$ cat src/rtl/khazad_pkg.sv
// Shared constants, state encoding and GF(2^8) helpers for the KHAZAD theta layer.
package khazad_pkg;

  localparam int unsigned KHZ_BYTES  = 8;
  localparam int unsigned KHZ_BYTE_W = 8;
  localparam int unsigned KHZ_COEF_W = 4;
  localparam int unsigned KHZ_CNT_W  = 3;
  localparam int unsigned KHZ_DATA_W = KHZ_BYTES * KHZ_BYTE_W;
  localparam int unsigned KHZ_ROW_W  = KHZ_BYTES * KHZ_COEF_W;

  localparam logic [KHZ_ROW_W-1:0] KHZ_ROW0 = 32'h134568B7;

  typedef enum logic [1:0] {
    S_IDLE = 2'd0,
    S_RUN  = 2'd1,
    S_DONE = 2'd2
  } state_e;

  // Multiply by x modulo x^8+x^4+x^3+x^2+1 (0x11D).
  function automatic logic [KHZ_BYTE_W-1:0] gf_xtime(input logic [KHZ_BYTE_W-1:0] a);
    return {a[KHZ_BYTE_W-2:0], 1'b0} ^ (a[KHZ_BYTE_W-1] ? 8'h1D : 8'h00);
  endfunction

  // H coefficients are only 4 bits wide, so four xtime steps cover the product.
  function automatic logic [KHZ_BYTE_W-1:0] gf_mul4(input logic [KHZ_BYTE_W-1:0] a,
                                                    input logic [KHZ_COEF_W-1:0] c);
    logic [KHZ_BYTE_W-1:0] p;
    logic [KHZ_BYTE_W-1:0] t;
    p = '0;
    t = a;
    for (int k = 0; k < int'(KHZ_COEF_W); k++) begin
      if (c[k]) p = p ^ t;
      t = gf_xtime(t);
    end
    return p;
  endfunction

endpackage

$ cat src/rtl/khazad_row_mult.sv
// Expands one state byte into a 64-bit partial product: byte j = x_i * H[i][j].
module khazad_row_mult
  import khazad_pkg::*;
(
  input  logic [7:0]  i_byte,
  input  logic [31:0] i_row,
  output logic [63:0] o_prod
);

  for (genvar j = 0; j < int'(KHZ_BYTES); j++) begin : g_col
    assign o_prod[KHZ_DATA_W-1-KHZ_BYTE_W*j -: KHZ_BYTE_W] =
      gf_mul4(i_byte, i_row[KHZ_ROW_W-1-KHZ_COEF_W*j -: KHZ_COEF_W]);
  end

endmodule

$ cat src/rtl/khazad_row_select.sv
// Row i of the dyadic matrix H: coefficient for column j is ROW0 nibble (i XOR j).
module khazad_row_select
  import khazad_pkg::*;
(
  input  logic [2:0]  i_cnt,
  output logic [31:0] o_row
);

  logic [3:0] w_coef [KHZ_BYTES];

  for (genvar g = 0; g < int'(KHZ_BYTES); g++) begin : g_coef
    assign w_coef[g] = KHZ_ROW0[KHZ_ROW_W-1-KHZ_COEF_W*g -: KHZ_COEF_W];
  end

  for (genvar j = 0; j < int'(KHZ_BYTES); j++) begin : g_row
    assign o_row[KHZ_ROW_W-1-KHZ_COEF_W*j -: KHZ_COEF_W] = w_coef[i_cnt ^ 3'(j)];
  end

endmodule

$ cat src/rtl/khazad_theta_serial.sv
// Byte-serial KHAZAD theta layer: y = x * H over GF(2^8), one row per cycle, XOR-accumulated.
module khazad_theta_serial
  import khazad_pkg::*;
(
  input  logic        clk,
  input  logic        rst_n,
  input  logic        in_valid,
  output logic        in_ready,
  input  logic [63:0] in_data,
  output logic        out_valid,
  input  logic        out_ready,
  output logic [63:0] out_data,
  output logic        busy
);

  state_e                  r_state;
  state_e                  w_nxt;
  logic [KHZ_CNT_W-1:0]    r_cnt;
  logic [KHZ_DATA_W-1:0]   r_acc;
  logic [KHZ_DATA_W-1:0]   r_x;
  logic                    r_out_valid;
  logic [KHZ_DATA_W-1:0]   r_out_data;
  logic                    r_in_ready;
  logic                    r_busy;

  logic [KHZ_DATA_W-1:0]   w_x_shift;
  logic [KHZ_BYTE_W-1:0]   w_byte;
  logic [KHZ_ROW_W-1:0]    w_row;
  logic [KHZ_DATA_W-1:0]   w_prod;
  logic                    w_accept;
  logic                    w_run;
  logic                    w_load_out;
  logic                    w_consume;

  // Byte cnt of the latched state, MSB byte first.
  assign w_x_shift = r_x << {r_cnt, 3'b000};
  assign w_byte    = w_x_shift[KHZ_DATA_W-1 -: KHZ_BYTE_W];

  khazad_row_select u_row_select (
    .i_cnt (r_cnt),
    .o_row (w_row)
  );

  khazad_row_mult u_row_mult (
    .i_byte (w_byte),
    .i_row  (w_row),
    .o_prod (w_prod)
  );

  always_ff @(posedge clk or negedge rst_n) begin
    if (!rst_n) r_state <= S_IDLE;
    else        r_state <= w_nxt;
  end

  always_comb begin
    w_nxt = r_state;
    case (r_state)
      S_IDLE:  if (in_valid) w_nxt = S_RUN;
      S_RUN:   if (r_cnt == 3'd7) w_nxt = S_DONE;
      S_DONE:  if (r_out_valid && out_ready) w_nxt = S_IDLE;
      default: w_nxt = S_IDLE;
    endcase
  end

  // DONE spends its first cycle copying acc into the output register.
  always_comb begin
    w_accept   = 1'b0;
    w_run      = 1'b0;
    w_load_out = 1'b0;
    w_consume  = 1'b0;
    case (r_state)
      S_IDLE:  w_accept   = in_valid;
      S_RUN:   w_run      = 1'b1;
      S_DONE: begin
        w_load_out = !r_out_valid;
        w_consume  = r_out_valid && out_ready;
      end
      default: ;
    endcase
  end

  always_ff @(posedge clk or negedge rst_n) begin
    if (!rst_n) begin
      r_cnt       <= '0;
      r_acc       <= '0;
      r_x         <= '0;
      r_out_valid <= 1'b0;
      r_out_data  <= '0;
      r_in_ready  <= 1'b1;
      r_busy      <= 1'b0;
    end else begin
      if (w_accept) begin
        r_x   <= in_data;
        r_acc <= '0;
        r_cnt <= '0;
      end else if (w_run) begin
        r_acc <= r_acc ^ w_prod;
        r_cnt <= r_cnt + 3'd1;
      end
      if (w_load_out) begin
        r_out_valid <= 1'b1;
        r_out_data  <= r_acc;
      end else if (w_consume) begin
        r_out_valid <= 1'b0;
      end
      r_in_ready <= (w_nxt == S_IDLE);
      r_busy     <= (w_nxt != S_IDLE);
    end
  end

  assign in_ready  = r_in_ready;
  assign out_valid = r_out_valid;
  assign out_data  = r_out_data;
  assign busy      = r_busy;

endmodule
$ cat config.mk
export PLATFORM = sky130hd
export DESIGN_NAME = khazad_theta_serial
export DESIGN_NICKNAME = d
export VERILOG_FILES = /design/src/rtl/khazad_pkg.sv /design/src/rtl/khazad_row_mult.sv /design/src/rtl/khazad_row_select.sv /design/src/rtl/khazad_theta_serial.sv
export SDC_FILE = /design/constraint.sdc
export NUM_CORES = 1
export LEC_CHECK = 0
export ABC_AREA = 1
export CAP_MARGIN = 20
export CORE_MARGIN = 2
export CORE_UTILIZATION = 35
export DETAILED_ROUTE_END_ITERATION = 8
export GPL_ROUTABILITY_DRIVEN = 0
export GPL_TIMING_DRIVEN = 0
export PLACE_DENSITY_LB_ADDON = 0.15
export SLEW_MARGIN = 20
export SYNTH_ARGS = -nofsm -noshare
export SYNTH_HDL_FRONTEND = slang
export SYNTH_SLANG_ARGS = --single-unit
$ cat constraint.sdc
create_clock -name clk -period 7.5 [get_ports clk]
set_clock_uncertainty 0.05 [all_clocks]
set_input_delay 1.125 -clock clk [delete_from_list [all_inputs] [get_ports clk]]
set_output_delay 1.125 -clock clk [all_outputs]
set_load 0.1 [all_outputs]
==> impl_metrics.toml, run 1 <==
[worst_setup_path]
crit_required_ps = 7780
arrival_ps = 3810
critPathLaunch = "r_cnt[0]"
start_kind = "flip-flop"
reg2reg_from = "r_cnt[0]"
critPathKind = "flip-flop to flip-flop"
rrSetupSlack_ps = 3970
end_kind = "flip-flop"
crit_fanout = 13

[routing]
vias_per_cell = 4.93
initialDrtViolationCount = 1162
vias = 11500
routed_wl_mm = 40.4
firstDrtPassIters = 8
detail-route-antenna-nets = 0
drc = 0
wl_per_cell_um = 17.3

[cts]
cts_setup_buffers = 0
path_clk_slew_ps = 80
clk_latency_ps = 460
ctsResizeCount = 0
htree_levels = 4
cts_hold_buffers = 0
cts_buffer_depth = 2
cts.sinks = 200
clockRootBuffer = "clkbuf_16"
cts_tree = "yes"
cts_made_buffers = 17

[synthesis]
avgSynthCellArea_sq_um = 7.24
synth_most_common_cell = "nand2_1"
yosysUniqueCellTypes = 39
synthDominantCellAreaShare_pct = 40.3
synth_top_cell_by_area = "dfrtp_1"
synth_common_cells = "496 x nand2_1, 199 x dfrtp_1, 192 x inv_1"
seq_area_frac_synth_pct = 40.5
syn_nets = 1782
yosys_warnings = 0
ys.flop_type = "dfrtp_1"
synth-seq-cells = 200
synth_edf_count = 0
syn_inst = 1705
syn-cell-area_sq_um = 12300
async_reset_ff_share_pct = 100
synth_area_leaders = "dfrtp_1 40%, nand2_1 15%, o21ai_0 7.3%"

[finish]
fin_nets = 1937
multi_input_area_sq_um = 6180
layout-drive-gt1-share_pct = 7.69
fill_cells = 3588
syn2layout_area_growth_pct = 20.5
diodes = 0
register_area_sq_um = 5010
design_area_sq_um = 14900

[sta]
fin_crit_sh_pct = 47.1
clock.fmax_mhz = 283
maxSlewHeadroom_pct = 26.2
fin_crit_ps = 3530
rsz0062_at_grt = "false"
drv_slew = 0
setup_violations = 0
tightest_slew_ps = 1100
hold_viol = 0

[worst_hold_path]
hp-start = "r_acc[61]"
hold_path.class = "flip-flop to flip-flop"

[global_routing]
grt_pass1_vias = 10900
grt_start_max_net_pins = 93
antenna_found_initial = 0
gr-total-overflow = 0
grt_first_pass_wirelength_mm = 62.7
grt_use_total_pct = 22.7

[placed_design]
dp_hpwl_mm = 30.7
portBuffers = 134
placed_cell_area_sq_um = 14300

[run_status]
status = "finished, final reports clean"

[floorplanning]
fp.coreArea_sq_um = 34600
floorplan.initialDensity_pct = 35.7
io_pins = 135
fp.dieArea_sq_um = 36800
die_w_um = 192
num_rows = 68
die_y_um = 192

[flow_run]
max-cap-violations = 0
[layer usage]
layer,up-vias,routed length [um],track usage (%)
li1,5666,-,-
met1,5343,18500,30.9
met2,423,18100,36.0
met3,51,2820,4.79
met4,0,951,7.54
met5,-,0,0
[cell usage in the layout (no fill, tap or decap), types with 3 or more instances in the layout]
cell type	instances
nand2_1	496
dfrtp_1	199
inv_1	192
o21ai_0	180
nor2_1	176
clkdlybuf4s50_1	133
nand3_1	120
xor2_1	55
clkbuf_1	40
xnor2_1	38
a21oi_1	29
nand4_1	19
clkbuf_16	17
mux2_2	16
nand2_2	16
o21ai_1	14
buf_2	13
buf_6	11
nand3_2	9
ha_1	9
inv_2	8
nor2_4	8
or2_1	7
nand3b_1	6
nor2_2	6
o22ai_1	5
nand2_4	5
o211ai_1	4
buf_4	4
clkinv_4	4
xnor2_2	3
nor3_1	3
o211ai_2	3
buf_8	3
clkinvlp_4	3
[per-stage QoR]
stage	utilization, %	setup TNS (ps)	hold WS [ps]	setup slack [ps]	std cells
after floorplan	-	0	374	4940	1705
after global placement	41.2	-696530	390	-3520	2294
final	43.0	0	407	3970	2327
after CTS	43.0	0	406	4040	2327
after global routing	43.0	0	435	3760	2327
after detailed placement	41.3	0	396	3970	2296
[critical path, cell delays in order (launching register included)]
cell and delay, ps:
dfrtp_1 460, buf_6 190, inv_4 60, buf_6 160
ha_1 360, nand2_1 290, inv_1 220, nor2_2 370
inv_1 100, buf_2 220, o21ai_0 350, xnor2_1 260
nand2_1 130, nand3_1 80, o21ai_0 90
[state kept, by name, indices dropped and copies added, names as in the netlist]
name and flops:
busy 1, in_ready 1, out_data 64, out_valid 1
r_acc 64, r_cnt 3, r_state 2, r_x 64
[worst paths after layout]
kind,end,cells past startpoint
max in group asynchronous,r_x[4],2
min reg2reg,r_acc[61],1
min,r_acc[61],1
max reg2reg,r_acc[63],14
min in group asynchronous,out_data[33],1
max,r_acc[63],14
[cell type report]
class	count	share of cell area, %
Tap cell	455	3.83
Buffer	68	2.63
Sequential cell	200	33.6
Inverter	203	5.15
Clock inverter	11	0.782
Timing Repair Buffer	136	9.42
Multi-Input combinational cell	1234	41.5
Clock buffer	20	3.00
[cell families (layout without fill, tap and decap cells)]
| family | count (synthesis) | count (layout) | synth area share [%] |
|---|---|---|---|
| AND/OR/NAND/NOR | 876 | 876 | 30.7 |
| AO/OA/AOI/OAI | 235 | 235 | 9.84 |
| adder cells (fa/ha/maj) | 9 | 9 | 0.912 |
| flip-flops | 200 | 200 | 40.5 |
| XOR/XNOR | 96 | 96 | 6.99 |
| multiplexers | 18 | 18 | 1.62 |
| buffers and inverters | 271 | 438 | 9.38 |
Power of run 1 is left out: the tool's default activity adds up to more than one toggle a clock period on the data nets, which glitch-free logic cannot reach.
==> inputs of run 2 (changes only) <==
==> constraint.sdc (replaced) <==
create_clock -name clk -period 3.4 [get_ports clk]
set_clock_uncertainty 0.05 [all_clocks]
set_input_delay 0.51 -clock clk [delete_from_list [all_inputs] [get_ports clk]]
set_output_delay 0.51 -clock clk [all_outputs]
set_load 0.1 [all_outputs]
==> run 2 against run 1 <==
- non-clock buffer count increased by 2
- wire length is 0.11% higher
- highest routed layer unchanged
- first-iteration DRC count fell by 3.1%
- utilization up 0.10 points
- global-route usage hardly changed
- via count increased by 0.26%
- cell count about the same
- maximum frequency is 8.5% higher
- critical path depth decreased by 2
==> impl_metrics.toml, run 2 (synthesized netlist as in run 1, its figures left out) <==
[global_routing]
gr-total-overflow = 0
grt_pass1_vias = 10900
grt_first_pass_wirelength_mm = 62.7
grt_use_total_pct = 22.7
antenna_found_initial = 0
grt_start_max_net_pins = 93

[sta]
fin_crit_ps = 3250
drv_slew = 0
clock.fmax_mhz = 307
fin_setup_tns_ps = 0
rsz0062_at_grt = "false"
hold_viol = 0
worst_hold_slack_ps = 407
fin_ws_ps = 148
tightest_slew_ps = 1060
setup_violations = 0
maxSlewHeadroom_pct = 28.6
fin_crit_sh_pct = 95.7

[finish]
syn2layout_area_growth_pct = 20.8
mostFrequentLayoutCell = "nand2_1"
layout-drive-gt1-share_pct = 7.95
fin_nets = 1939
diodes = 0
final_util_pct = 43.1
layout_common_cells = "494 x nand2_1, 199 x dfrtp_1, 192 x inv_1, 180 x o21ai_0, 175 x nor2_1"

[routing]
vias = 11500
drc = 0
wl_per_cell_um = 17.4
initialDrtViolationCount = 1126
vias_per_cell = 4.94
firstDrtPassIters = 6
routed_wl_mm = 40.4
detail-route-antenna-nets = 0

[cts]
clk_latency_ps = 470
cts_made_buffers = 17
htree_levels = 4
path_clk_slew_ps = 80
clockRootBuffer = "clkbuf_16"
cts_tree = "yes"
cts_buffer_depth = 2
cts.sinks = 200

[worst_setup_path]
rr_worst_depth = 12
end_kind = "flip-flop"
slowest_stage = "clkbuf_1"
worst-path-buf-inv = 4
cp_cell_sequence = "buf_6 -> inv_4 -> buf_6 -> ha_1 -> nand2_2 -> nand2_1 -> clkbuf_1 -> o21ai_0 -> xnor2_1 -> nand2_1 -> nand3_1 -> o21ai_0"
rrSetupSlack_ps = 150
arrival_ps = 3520
cpLargestDelayFamily = "buffers and inverters"
reg2reg_to = "r_acc[32]"
critPathKind = "flip-flop to flip-flop"
crit_required_ps = 3670
reg2reg_from = "r_cnt[0]"
crit_fanout = 13
start_kind = "flip-flop"
slowest_delay_ps = 520

[worst_hold_path]
holdPathStages = 1
whs_endpoint = "r_acc[61]"
hold_path.class = "flip-flop to flip-flop"
hp-start = "r_acc[61]"

[floorplanning]
num_rows = 68
io_pins = 135
die_y_um = 192
fp.dieArea_sq_um = 36800
floorplan.initialDensity_pct = 35.7
die_w_um = 192
fp.coreArea_sq_um = 34600

[placed_design]
post-place-ws_ps = -14.7
portBuffers = 134
dp_hpwl_mm = 30.7

[run_status]
status = "finished, final reports clean"

[flow_run]
max-cap-violations = 0
run 2: changes by cell type in the layout (fill, tap and decap cells not counted), sizes merged:
| cell | before | now |
|---|---|---|
| dlygate4sd3 | 0 | 1 |
| buf | 33 | 34 |
run 2: worst max path at each step:
stage	startpoint	endpoint	cells past startpoint
final	r_cnt[0]	r_acc[32]	12
after global routing	r_cnt[0]	r_acc[32]	12
after floorplan	r_cnt[0]	r_acc[31]	14
after detailed placement	r_cnt[0]	r_acc[63]	14
after global placement	rst_n	out_data[7]	1
after CTS	r_cnt[0]	r_acc[63]	14
run 2: timing repair:
| action | 4_1_cts | 5_1_grt |
|---|---|---|
| setup buffers | 0 | 1 |
| hold buffers | 1 | 0 |
| gates resized for setup | 2 | 4 |
| endpoints found under the setup margin | 3 | 10 |
| endpoints found under the hold margin | 28 | 0 |
| pin swaps | 0 | 1 |
run 2: layout make-up:
type                       instances  area [sq um]
inverter                         203           768
fill                            3586         19700
buffer                            68           392
clock inverter                    11           116
clock buffer                      20           447
timing repair buffer             138          1420
multi-input combinational       1234          6200
sequential                       200          5010
tap                              455           569
run 2: through the flow:
| step | instance area, sq um | cells |
|---|---|---|
| 2_1_floorplan | 12300 | 1705 |
| 3_3_place_gp | 14300 | 2294 |
| 3_5_place_dp | 14300 | 2296 |
| 4_1_cts | 14900 | 2328 |
| 5_1_grt | 14900 | 2329 |
| 6_report | 14900 | 2329 |
run 2: per-layer routing:
layer | GRT usage (%) | up-vias | wire (um)
met5 | 0 | - | 0
met4 | 7.54 | 0 | 1020
met3 | 4.79 | 54 | 2680
met2 | 36.0 | 412 | 18000
met1 | 30.9 | 5367 | 18700
li1 | - | 5680 | -
run 2: worst register-to-register path: stages, from the launching register on:
cell and delay [ps]:
dfrtp_1 460, buf_6 190, inv_4 70, buf_6 160
ha_1 410, nand2_2 180, nand2_1 120, clkbuf_1 520
o21ai_0 240, xnor2_1 390, nand2_1 130, nand3_1 90
o21ai_0 110
Power of run 2 is left out for the same reason.
==> inputs of run 3 (changes only) <==
--- a/config.mk
+++ b/config.mk
@@ -12,6 +12,7 @@
 export DETAILED_ROUTE_END_ITERATION = 8
 export GPL_ROUTABILITY_DRIVEN = 0
 export GPL_TIMING_DRIVEN = 0
+export HOLD_SLACK_MARGIN = 0.1
 export PLACE_DENSITY_LB_ADDON = 0.15
 export SLEW_MARGIN = 20
 export SYNTH_ARGS = -nofsm -noshare
==> constraint.sdc (replaced) <==
create_clock -name clk -period 3.4 [get_ports clk]
set_clock_uncertainty 0.05 [all_clocks]
set_input_delay 1.02 -clock clk [delete_from_list [all_inputs] [get_ports clk]]
set_output_delay 1.02 -clock clk [all_outputs]
set_load 0.1 [all_outputs]
==> run 3 against run 2 <==
- wire length is 0.14% higher
- first-iteration DRC count is 0.18% lower
- maximum frequency is 0.49% higher
- non-clock buffer count is 1 lower
- clock-buffer cell count stayed put
- critical path depth stayed put
- sequential cell count stayed put
- final area hardly changed
- worst setup slack better by 16 ps
- global-route usage stayed put
- hold slack worse by 43 ps
- cell count hardly changed
==> impl_metrics.toml, run 3 (synthesized netlist as in run 1, its figures left out) <==
[cts]
cts_tree = "yes"
clk_latency_ps = 460
path_clk_slew_ps = 80
cts_hold_buffers = 0
cts.sinks = 200
cts_made_buffers = 17
htree_levels = 4
cts_buffer_depth = 2
clockRootBuffer = "clkbuf_16"

[finish]
mostFrequentLayoutCell = "nand2_1"
fill_cells = 3587
diodes = 0
final_util_pct = 43.0
fin_nets = 1938
layout-drive-gt1-share_pct = 7.96
design_area_sq_um = 14900
syn2layout_area_growth_pct = 20.7
layout_common_cells = "494 x nand2_1, 199 x dfrtp_1, 192 x inv_1, 180 x o21ai_0, 175 x nor2_1"

[sta]
fin_crit_sh_pct = 95.2
fin_crit_ps = 3240
tightest_slew_ps = 1150
hold_viol = 0
drv_slew = 0
rsz0062_at_grt = "false"
clock.fmax_mhz = 309
setup_violations = 0
maxSlewHeadroom_pct = 22.4

[worst_setup_path]
reg2reg_to = "r_acc[32]"
crit_required_ps = 3670
rrSetupSlack_ps = 160
arrival_ps = 3510
worst-path-buf-inv = 4
start_kind = "flip-flop"
rr_worst_depth = 12
crit_fanout = 13
reg2reg_from = "r_cnt[0]"
end_kind = "flip-flop"
cp_cell_sequence = "buf_6 -> inv_4 -> buf_6 -> ha_1 -> nand2_2 -> nand2_1 -> clkbuf_1 -> o21ai_0 -> xnor2_1 -> nand2_1 -> nand3_1 -> o21ai_0"
critPathLaunch = "r_cnt[0]"
cpLargestDelayFamily = "buffers and inverters"
slowest_stage = "clkbuf_1"
slowest_delay_ps = 520
critPathKind = "flip-flop to flip-flop"

[placed_design]
placed_cell_area_sq_um = 14300
dp_hpwl_mm = 30.7
portBuffers = 134

[routing]
wl_per_cell_um = 17.4
vias = 11500
wl_met2_mm = 18.1
firstDrtPassIters = 5
routed_wl_mm = 40.5
met1_length_mm = 18.5
detail-route-antenna-nets = 0
dr_wl_met3_mm = 2.85
vias_per_cell = 4.94
initialDrtViolationCount = 1124
drc = 0
top_layer = "met4"

[floorplanning]
io_pins = 135
num_rows = 68
die_w_um = 192
fp.coreArea_sq_um = 34600
die_y_um = 192
floorplan.initialDensity_pct = 35.7
fp.dieArea_sq_um = 36800

[global_routing]
grt_first_pass_wirelength_mm = 62.7
grt_start_max_net_pins = 93
gr-total-overflow = 0
grt_pass1_vias = 10900
antenna_found_initial = 0
grt_use_total_pct = 22.7

[flow_run]
max-cap-violations = 0

[run_status]
status = "finished, final reports clean"

[worst_hold_path]
hold_path.class = "primary input to asynchronous set/reset pin"
## run 3: worst register-to-register path, stage by stage, from the launching register on
cell and delay (ps):
dfrtp_1 450, buf_6 190, inv_4 70, buf_6 160, ha_1 410, nand2_2 180, nand2_1 120, clkbuf_1 520
o21ai_0 240, xnor2_1 390, nand2_1 130, nand3_1 90, o21ai_0 110
## run 3: cell type report
type                       instances  area, sq um  share of cell area (%)
clock inverter                    11          116                   0.781
tap                              455          569                    3.82
timing repair buffer             137         1410                    9.45
clock buffer                      20          447                    3.00
inverter                         203          768                    5.15
sequential                       200         5010                    33.6
buffer                            68          392                    2.63
multi-input combinational       1234         6200                    41.6
## run 3: how the worst max path moves through the flow
stage,to,cells past startpoint
after floorplan,r_acc[31],14
after global placement,out_data[7],1
after detailed placement,r_x[15],7
after CTS,r_acc[63],14
after global routing,r_acc[32],12
final,r_acc[32],12
## run 3: metrics by stage
step	setup WS, ps	hold WS (ps)	std cells	setup TNS [ps]
after global routing	50.5	370	2328	0
final	164	364	2328	0
after global placement	-7520	390	2294	-1495530
after detailed placement	-22.7	396	2296	-53.7
after floorplan	836	374	1705	0
after CTS	56.7	359	2327	0
## run 3: routing by layer
layer,GRT usage [%],vias to the layer above
li1,-,5676
met1,30.9,5342
met2,36.0,419
met3,4.79,54
met4,7.54,0
met5,0,-
## run 3: timing repair
| item | in CTS | in global routing |
|---|---|---|
| pin swaps | 0 | 1 |
| resized for setup | 2 | 4 |
| setup buffers | 0 | 1 |
| cloned | 0 | 0 |
| setup endpoints to repair | 3 | 10 |
Power of run 3 is left out for the same reason.
